$ cat src/rtl/audio_pkg.sv
// Shared constants, envelope state type and sample scaling helper for the
// sine voice output stage.
package audio_pkg;

    typedef enum logic [1:0] {
        IDLE    = 2'd0,
        ATTACK  = 2'd1,
        SUSTAIN = 2'd2,
        RELEASE = 2'd3
    } env_state_t;

    localparam int PHASE_LATCH     = 9;
    localparam int PHASE_SCALE     = 10;
    localparam int MIDSCALE        = 64;
    localparam int LEVEL_MAX       = 127;
    localparam int PWM_PERIOD_BITS = 7;

    // Offset-binary sample times level, floor-divided by 128, recentred at midscale.
    function automatic logic [6:0] scale_duty(input logic [6:0] sample_q,
                                              input logic [6:0] level);
        logic signed [14:0] s;
        logic signed [14:0] lvl;
        logic signed [14:0] p;
        s   = $signed({8'd0, sample_q}) - 15'(MIDSCALE);
        lvl = $signed({8'd0, level});
        p   = s * lvl;
        return 7'((p >>> 7) + 15'(MIDSCALE));
    endfunction

endpackage

$ cat src/rtl/envelope_fsm.sv
// Gate-driven attack/sustain/release envelope, advanced once per frame on
// the update strobe.
module envelope_fsm
    import audio_pkg::*;
#(
    parameter int LEVEL_BITS = 7
) (
    input  logic                  clk,
    input  logic                  rst,
    input  logic                  update,
    input  logic                  gate,
    input  logic [3:0]            attack_step,
    input  logic [3:0]            release_step,
    output logic [LEVEL_BITS-1:0] level,
    output logic                  busy
);

    localparam logic [LEVEL_BITS-1:0] LVL_MAX  = LEVEL_BITS'(LEVEL_MAX);
    localparam logic [LEVEL_BITS-1:0] LVL_ZERO = {LEVEL_BITS{1'b0}};

    env_state_t            state_r;
    env_state_t            state_s;
    logic [LEVEL_BITS-1:0] level_r;
    logic [LEVEL_BITS-1:0] level_s;
    logic [LEVEL_BITS-1:0] up_s;
    logic [LEVEL_BITS-1:0] down_s;
    logic [LEVEL_BITS:0]   sum_s;
    logic                  busy_r;

    // Candidate levels for an attack step and a release step from the current level.
    always_comb begin
        sum_s  = {1'b0, level_r} + (LEVEL_BITS+1)'(attack_step);
        up_s   = LVL_MAX;
        down_s = LVL_ZERO;
        if (attack_step == 4'd0) begin
            up_s = LVL_MAX;
        end else if (sum_s > {1'b0, LVL_MAX}) begin
            up_s = LVL_MAX;
        end else begin
            up_s = sum_s[LEVEL_BITS-1:0];
        end
        if (release_step == 4'd0) begin
            down_s = LVL_ZERO;
        end else if (level_r <= LEVEL_BITS'(release_step)) begin
            down_s = LVL_ZERO;
        end else begin
            down_s = level_r - LEVEL_BITS'(release_step);
        end
    end

    // Next state and level; a falling gate always takes the release path,
    // so it overrides any saturation reached on the same edge.
    always_comb begin
        state_s = state_r;
        level_s = level_r;
        if (update) begin
            case (state_r)
                IDLE: begin
                    if (gate) begin
                        level_s = up_s;
                        state_s = (up_s == LVL_MAX) ? SUSTAIN : ATTACK;
                    end else begin
                        level_s = LVL_ZERO;
                        state_s = IDLE;
                    end
                end
                ATTACK, SUSTAIN, RELEASE: begin
                    if (gate) begin
                        level_s = up_s;
                        state_s = (up_s == LVL_MAX) ? SUSTAIN : ATTACK;
                    end else begin
                        level_s = down_s;
                        state_s = (down_s == LVL_ZERO) ? IDLE : RELEASE;
                    end
                end
                default: begin
                    level_s = LVL_ZERO;
                    state_s = IDLE;
                end
            endcase
        end else begin
            state_s = state_r;
            level_s = level_r;
        end
    end

    // State, level and busy registers.
    always_ff @(posedge clk) begin
        if (rst) begin
            state_r <= IDLE;
            level_r <= LVL_ZERO;
            busy_r  <= 1'b0;
        end else begin
            state_r <= state_s;
            level_r <= level_s;
            busy_r  <= (state_s != IDLE);
        end
    end

    assign level = level_r;
    assign busy  = busy_r;

endmodule

$ cat src/rtl/audio_env_pwm.sv
// Output stage: latches a sample each frame, scales it by the envelope and
// renders it as a 128-clock PWM bit stream.
module audio_env_pwm
    import audio_pkg::*;
#(
    parameter int PHASE_BITS = 10,
    parameter int LEVEL_BITS = 7
) (
    input  logic                  clk,
    input  logic                  rst,
    input  logic [PHASE_BITS-1:0] subsample_phase,
    input  logic [6:0]            sample,
    input  logic                  gate,
    input  logic [3:0]            attack_step,
    input  logic [3:0]            release_step,
    output logic                  pwm_out,
    output logic [LEVEL_BITS-1:0] env_level,
    output logic                  busy
);

    localparam logic [PHASE_BITS-1:0]      LATCH_PH = PHASE_BITS'(PHASE_LATCH);
    localparam logic [PHASE_BITS-1:0]      SCALE_PH = PHASE_BITS'(PHASE_SCALE);
    localparam logic [PWM_PERIOD_BITS-1:0] PER_END  = {PWM_PERIOD_BITS{1'b1}};
    localparam logic [6:0]                 MID      = 7'(MIDSCALE);

    logic       latch_s;
    logic       scale_s;
    logic       period_end_s;
    logic [6:0] sample_q_r;
    logic [6:0] duty_next_r;
    logic [6:0] duty_active_r;
    logic       pwm_r;

    assign latch_s      = (subsample_phase == LATCH_PH);
    assign scale_s      = (subsample_phase == SCALE_PH);
    assign period_end_s = (subsample_phase[PWM_PERIOD_BITS-1:0] == PER_END);

    envelope_fsm #(
        .LEVEL_BITS (LEVEL_BITS)
    ) u_env (
        .clk          (clk),
        .rst          (rst),
        .update       (latch_s),
        .gate         (gate),
        .attack_step  (attack_step),
        .release_step (release_step),
        .level        (env_level),
        .busy         (busy)
    );

    // Sample latch, scaler and PWM; duty only switches at a period boundary
    // so a period never mixes two duty values.
    always_ff @(posedge clk) begin
        if (rst) begin
            sample_q_r    <= MID;
            duty_next_r   <= MID;
            duty_active_r <= MID;
            pwm_r         <= 1'b0;
        end else begin
            if (latch_s) begin
                sample_q_r <= sample;
            end
            if (scale_s) begin
                duty_next_r <= scale_duty(sample_q_r, 7'(env_level));
            end
            if (period_end_s) begin
                duty_active_r <= duty_next_r;
            end
            pwm_r <= (subsample_phase[PWM_PERIOD_BITS-1:0] < duty_active_r);
        end
    end

    assign pwm_out = pwm_r;

endmodule

$ cat config.mk
export PLATFORM = sky130hd
export DESIGN_NAME = audio_env_pwm
export DESIGN_NICKNAME = d
export VERILOG_FILES = /design/src/rtl/audio_pkg.sv /design/src/rtl/envelope_fsm.sv /design/src/rtl/audio_env_pwm.sv
export SDC_FILE = /design/constraint.sdc
export NUM_CORES = 1
export LEC_CHECK = 0
export CORE_UTILIZATION = 53
export DETAILED_ROUTE_END_ITERATION = 6
export GPL_ROUTABILITY_DRIVEN = 1
export PLACE_DENSITY = 0.78
export SYNTH_ARGS = -nofsm -noshare
export SYNTH_HDL_FRONTEND = slang
export SYNTH_HIERARCHICAL = 1
export SYNTH_SLANG_ARGS = --single-unit
$ cat constraint.sdc
create_clock -name clk -period 4.7 [get_ports clk]
set_input_delay 0.94 -clock clk [delete_from_list [all_inputs] [get_ports clk]]
set_output_delay 0.94 -clock clk [all_outputs]
set_load 0.01 [all_outputs]
**Word-level counts from Yosys, hierarchy flattened**

Cells that the tools add are included.

- RAM bits: 0
- Input bits: 28
- Memories kept: 0
- Bits in latches: 0
- Memory bits (read-only): 0
- Word-level logic and storage cells: 41
- Register bits: 32

- Bitwise operators: 0
- Equal/unequal tests: 7
- Div/mod/pow operators: 0
- Multiply operators: 1
- Reduce and logical (&&, ||, !) cells: 6
- Shifts and indexed selects: 0
- Magnitude comparators: 3
- $add $sub $neg: 4
- Mux-type cells: 13

Operators by type and width:

| cell | number |
|---|---|
| 7-bit 2-to-1 mux | 6 |
| 10-bit by 4-bit equality test with 1-bit output, second input constant | 2 |
| 7-bit equality test, second input constant | 2 |
| 8-bit by 8-bit multiplier with 14-bit output | 1 |
| 7-bit case mux with 2 select lines | 1 |
| 2-bit 2-to-1 mux | 5 |
| 7-bit by 4-bit adder with 8-bit output | 1 |
| 8-bit by 7-bit greater-than comparator with 1-bit output, second input constant | 1 |
| 4-bit zero test | 2 |
| 7-bit by 7-bit subtractor with 8-bit output, second input constant | 1 |
| 7-bit adder, second input constant | 1 |
| 7-bit by 4-bit <= comparator with 1-bit output | 1 |
| 7-bit zero test | 1 |
| 7-bit less-than comparator | 1 |
| 7-bit by 4-bit subtractor with 7-bit output | 1 |
| 2-bit equality test, second input constant | 2 |
| 2-bit case mux with 2 select lines | 1 |
| 3-bit OR reduction | 1 |
| 2-bit by 1-bit equality test with 1-bit output, second input constant | 1 |
| 2-bit zero test | 1 |
| 2-bit nonzero test | 1 |

**Depth between registers and ports, before layout**

- Word-level depth: 10
- Mapped depth: 17

**By module**

Netlist, hierarchy kept.

By module, submodules not included:

| module | area an instance (um2) | seq. area each (um2) | cells each | times used |
|---|---|---|---|---|
| audio_env_pwm | 2830.2 | 440.4 | 319 | 1 |
| envelope_fsm | 1058.5 | 200.2 | 129 | 1 |

**Least setup slack after synthesis**

Ideal clock, no wire load.

- Kind: register to register
- From: register u_env.level_r[2], in the netlist u_env/level[2]
- To: register duty_next_r[5]
- Data arrival time: 4391 ps
- Period minus slack after synthesis: 4508 ps
- Data required time: 4583 ps
- Setup time: 117 ps
- Setup slack: 192 ps
- Path buffers: 0
- Stages on the path, launching flop included: 16
- Path through: dfxtp_1 nand2b_1 fa_1 fa_1 inv_1 fa_1 inv_1 fa_1 inv_1 ha_1 a41o_1 a21oi_1 and2b_1 a311oi_2 xnor2_1 a22o_1

- Cells in the longest elaborated chain, start to end: 2

RTL lines:

| item | RTL line | RTL |
|---|---|---|
| from (decl) | envelope_fsm.sv:23 | `logic [LEVEL_BITS-1:0] level_r;` |
| from (signal assigned) | envelope_fsm.sv:95 | `level_r <= level_s;` |
| 8-bit by 8-bit multiplier with 14-bit output | audio_pkg.sv:26 | `p = s * lvl;` |
| 7-bit adder | audio_pkg.sv:27 | `return 7'((p >>> 7) + 15'(MIDSCALE));` |
| to (signal assigned) | audio_env_pwm.sv:64 | `duty_next_r <= scale_duty(sample_q_r, 7'(env_level));` |
| to (decl) | audio_env_pwm.sv:30 | `logic [6:0] duty_next_r;` |

Every way passes these cells.
A chain may end at the register's enable or synchronous reset.

**Final worst setup path**

- From: register sample_q_r[6]
- To: register duty_next_r[5]

- Cells in the longest elaborated chain, start to end: 3

RTL lines:

| item | RTL line | RTL |
|---|---|---|
| from (decl) | audio_env_pwm.sv:29 | `logic [6:0] sample_q_r;` |
| from (signal assigned) | audio_env_pwm.sv:61 | `sample_q_r <= sample;` |
| 7-bit by 7-bit subtractor with 8-bit output | audio_pkg.sv:24 | `s = $signed({8'd0, sample_q}) - 15'(MIDSCALE);` |
| 8-bit by 8-bit multiplier with 14-bit output | audio_pkg.sv:26 |  |
| 7-bit adder | audio_pkg.sv:27 |  |

Every way passes these cells.

==> qor.yml <==
outcome:
  outcome: "complete, no violations"
die:
  io_pins: 37
  placementRows: 30
  fp.dieArea_sq_um: 7680
  die_h_microns: 87.7
  fp.dieW_microns: 87.7
  initial_core_util_pct: 56.0
  coreArea_sq_um: 6940
synth:
  yosysMostFrequentCell: "inv_1"
  synth_cell_types: 73
  yosysSeqAreaShare_pct: 16.5
  synth_area_per_cell_sq_um: 8.68
  synthCells: 448
  ys.flop_type: "dfxtp_1"
  synth-seq-cells: 32
  synth_edf_count: 0
  synthTopCellsByArea: "fa_1 21%, dfxtp_1 16%, ha_1 13%"
  yosys-top-cells-count: "86 x inv_1, 40 x fa_1, 39 x ha_1"
  synth_nets: 555
  synth.cell_area_sq_um: 3890
  async_flop_share_pct: 0
  synth_area_leader_cell: "fa_1"
  yosys_warnings: 6
  yosysTopAreaCellShare_pct: 20.6
grt:
  top_usage_layer: "met2"
  grt_pass1_wl_mm: 14.9
  grt_start_max_net_pins: 29
  grt_use_met1_pct: 33.3
  grt_use_met3_pct: 2.92
  grtUsageMet2_pct: 43.7
  grt_overflow: 0
  grt_pass1_vias: 3246
  antenna_found_initial: 0
  grt_usage_pct: 25.0
final_layout:
  syn_to_final_growth_pct: 16.7
  nets: 604
  antennaDiodeCount: 0
  fin_cells: 594
  drive_gt1_share_pct: 9.04
  postLayoutCoreUtil_pct: 65.4
worst_setup_path:
  crit_path_max_incr_delay_ns: 0.55
  worst_ep_required_time_ns: 4.87
  crit_chain: "nand2b_2, fa_1, fa_1, inv_1, fa_1, inv_1, fa_1, inv_1, ha_2, a41o_1, a21oi_2, and2b_1, a311oi_2, xnor2_1, a22o_1"
  critPathBufInv: 3
  cp_slowest_cell: "fa_1"
  path_class: "reg -> reg"
  end_kind: "flip-flop"
  crit_arrival_ns: 4.66
  startpoint_type: "flip-flop"
  worstPathMaxFanout: 8
  cp_top_family: "adder cells"
  cp_common_cell: "fa_1"
routing:
  routedWlPerCell_microns: 14.6
  final_antenna_net_count: 0
  vias: 3218
  drcViolationCount: 0
  first_pass_iters: 4
  drt_wl_total_mm: 8.69
  drtIter0Drc: 129
  routed_via_density: 5.42
clock_tree:
  cts.path.max_buffers: 2
  cts_tree: "built"
  htree_num_levels: 2
  clock_latency_ns: 0.29
  clkTransAtPathRegs_ns: 0.07
  cts_buffers: 5
  clock-sinks: 32
  cts_root_buf: "clkbuf_8"
timing:
  worstMarginPinSlew_ns: 0.797
  fin_crit_ns: 4.49
  tns_ns: 0
  rsz0062_at_grt: "false"
  setup_viol: 0
  drv_slew: 0
  clock.fmax_mhz: 223
  skew_ns: 0.0191
  fin_crit_sh_pct: 95.6
  layout_setup_ws_ns: 0.207
  slew_headroom_pct: 46.7
  hold_viol: 0
hold_path:
  hp-class: "reg -> reg"
run:
  cap_violations: 0
placement:
  dp_cells: 585
  io_buffers: 36
  hpwl_mm: 7.03
  gp_congestion: 0.923
  pre_cts_slack_ns: 0.113
power:
  p_leak_nw: 2.05
  power_uw: 610
  ir_drop_mv: 0.151
  powerDensity_nw_per_um2: 134
report_power, final:
part,switching [mW],internal [mW]
Sequential,0.000311,0.272
Clock,0.111,0.157
Combinational,0.0335,0.0365
Total,0.144,0.466
area by class of cell:
cell class	count	area (sq um)
sequential	32	642
fill	595	2400
clock inverter	2	35.0
multi-input combinational	321	2880
inverter	87	327
clock buffer	6	72.6
timing repair buffer	50	465
tap	96	120
registers in the layout, summed over array words and instances (netlist names):
signal,count
u_env/state_r,2
u_env/busy,1
duty_next_r,7
pwm_out,1
sample_q_r,7
u_env/level,7
duty_active_r,7
worst paths after layout:
check	start	to	slack, ns	depth (start not counted)
max	sample_q_r[6]	duty_next_r[5]	0.21	15
min	duty_next_r[0]	duty_next_r[0]	0.47	2
max reg2reg	sample_q_r[6]	duty_next_r[5]	0.21	15
min reg2reg	duty_next_r[0]	duty_next_r[0]	0.47	2
cells in the final DEF, fill, tap and decap left out, types with 3 or more instances in the layout:
cell and n:
a211oi_1 5, a21o_1 3, a21oi_1 21, a22o_1 3, and2_1 28, and2_2 4
buf_4 14, clkbuf_8 5, clkdlybuf4s50_1 36, dfxtp_1 31, fa_1 40, ha_1 38
inv_1 86, mux2i_1 6, nand2_1 30, nand2b_1 8, nand3_1 6, nand3b_1 4
nand4_1 4, nor2_1 27, nor2b_1 5, nor3_1 6, o211ai_1 4, o21ai_0 8
xnor2_1 12, xor2_1 5
metal layers:
metal / vias up / routed length (microns)
met5: - / 0
met4: 0 / 64
met3: 5 / 408
met2: 77 / 4310
met1: 1564 / 3910
li1: 1572 / -
kinds of logic after synthesis:
group	count (synthesis)	share of synthesized area (%)
AO/OA/AOI/OAI	77	15.0
XOR/XNOR	17	3.83
adder cells (fa/ha/maj)	79	33.1
buffers and inverters	95	9.75
flip-flops	32	16.5
multiplexers	7	1.83
AND/OR/NAND/NOR	141	20.0
what timing repair did:
| action | CTS | global route |
|---|---|---|
| endpoints found under the hold margin | 0 | 0 |
| gates resized for setup | 0 | 4 |
| endpoints found under the setup margin | 0 | 1 |
| hold buffers | 0 | 0 |
| buffers inserted | 0 | 1 |
per-stage QoR:
stage	hold WS (ns)	area (sq um)
3_5_place_dp	0.452	4410
6_report	0.467	4540
5_1_grt	0.490	4540
3_3_place_gp	0.444	4410
4_1_cts	0.467	4520
2_1_floorplan	0.420	3890
worst min-delay path: stages, from the launching register on:
cell	delay, ns
dfxtp_1	0.34
nand2_1	0.05
o41ai_1	0.05
Note: power is estimated with default switching activity, not from simulation.
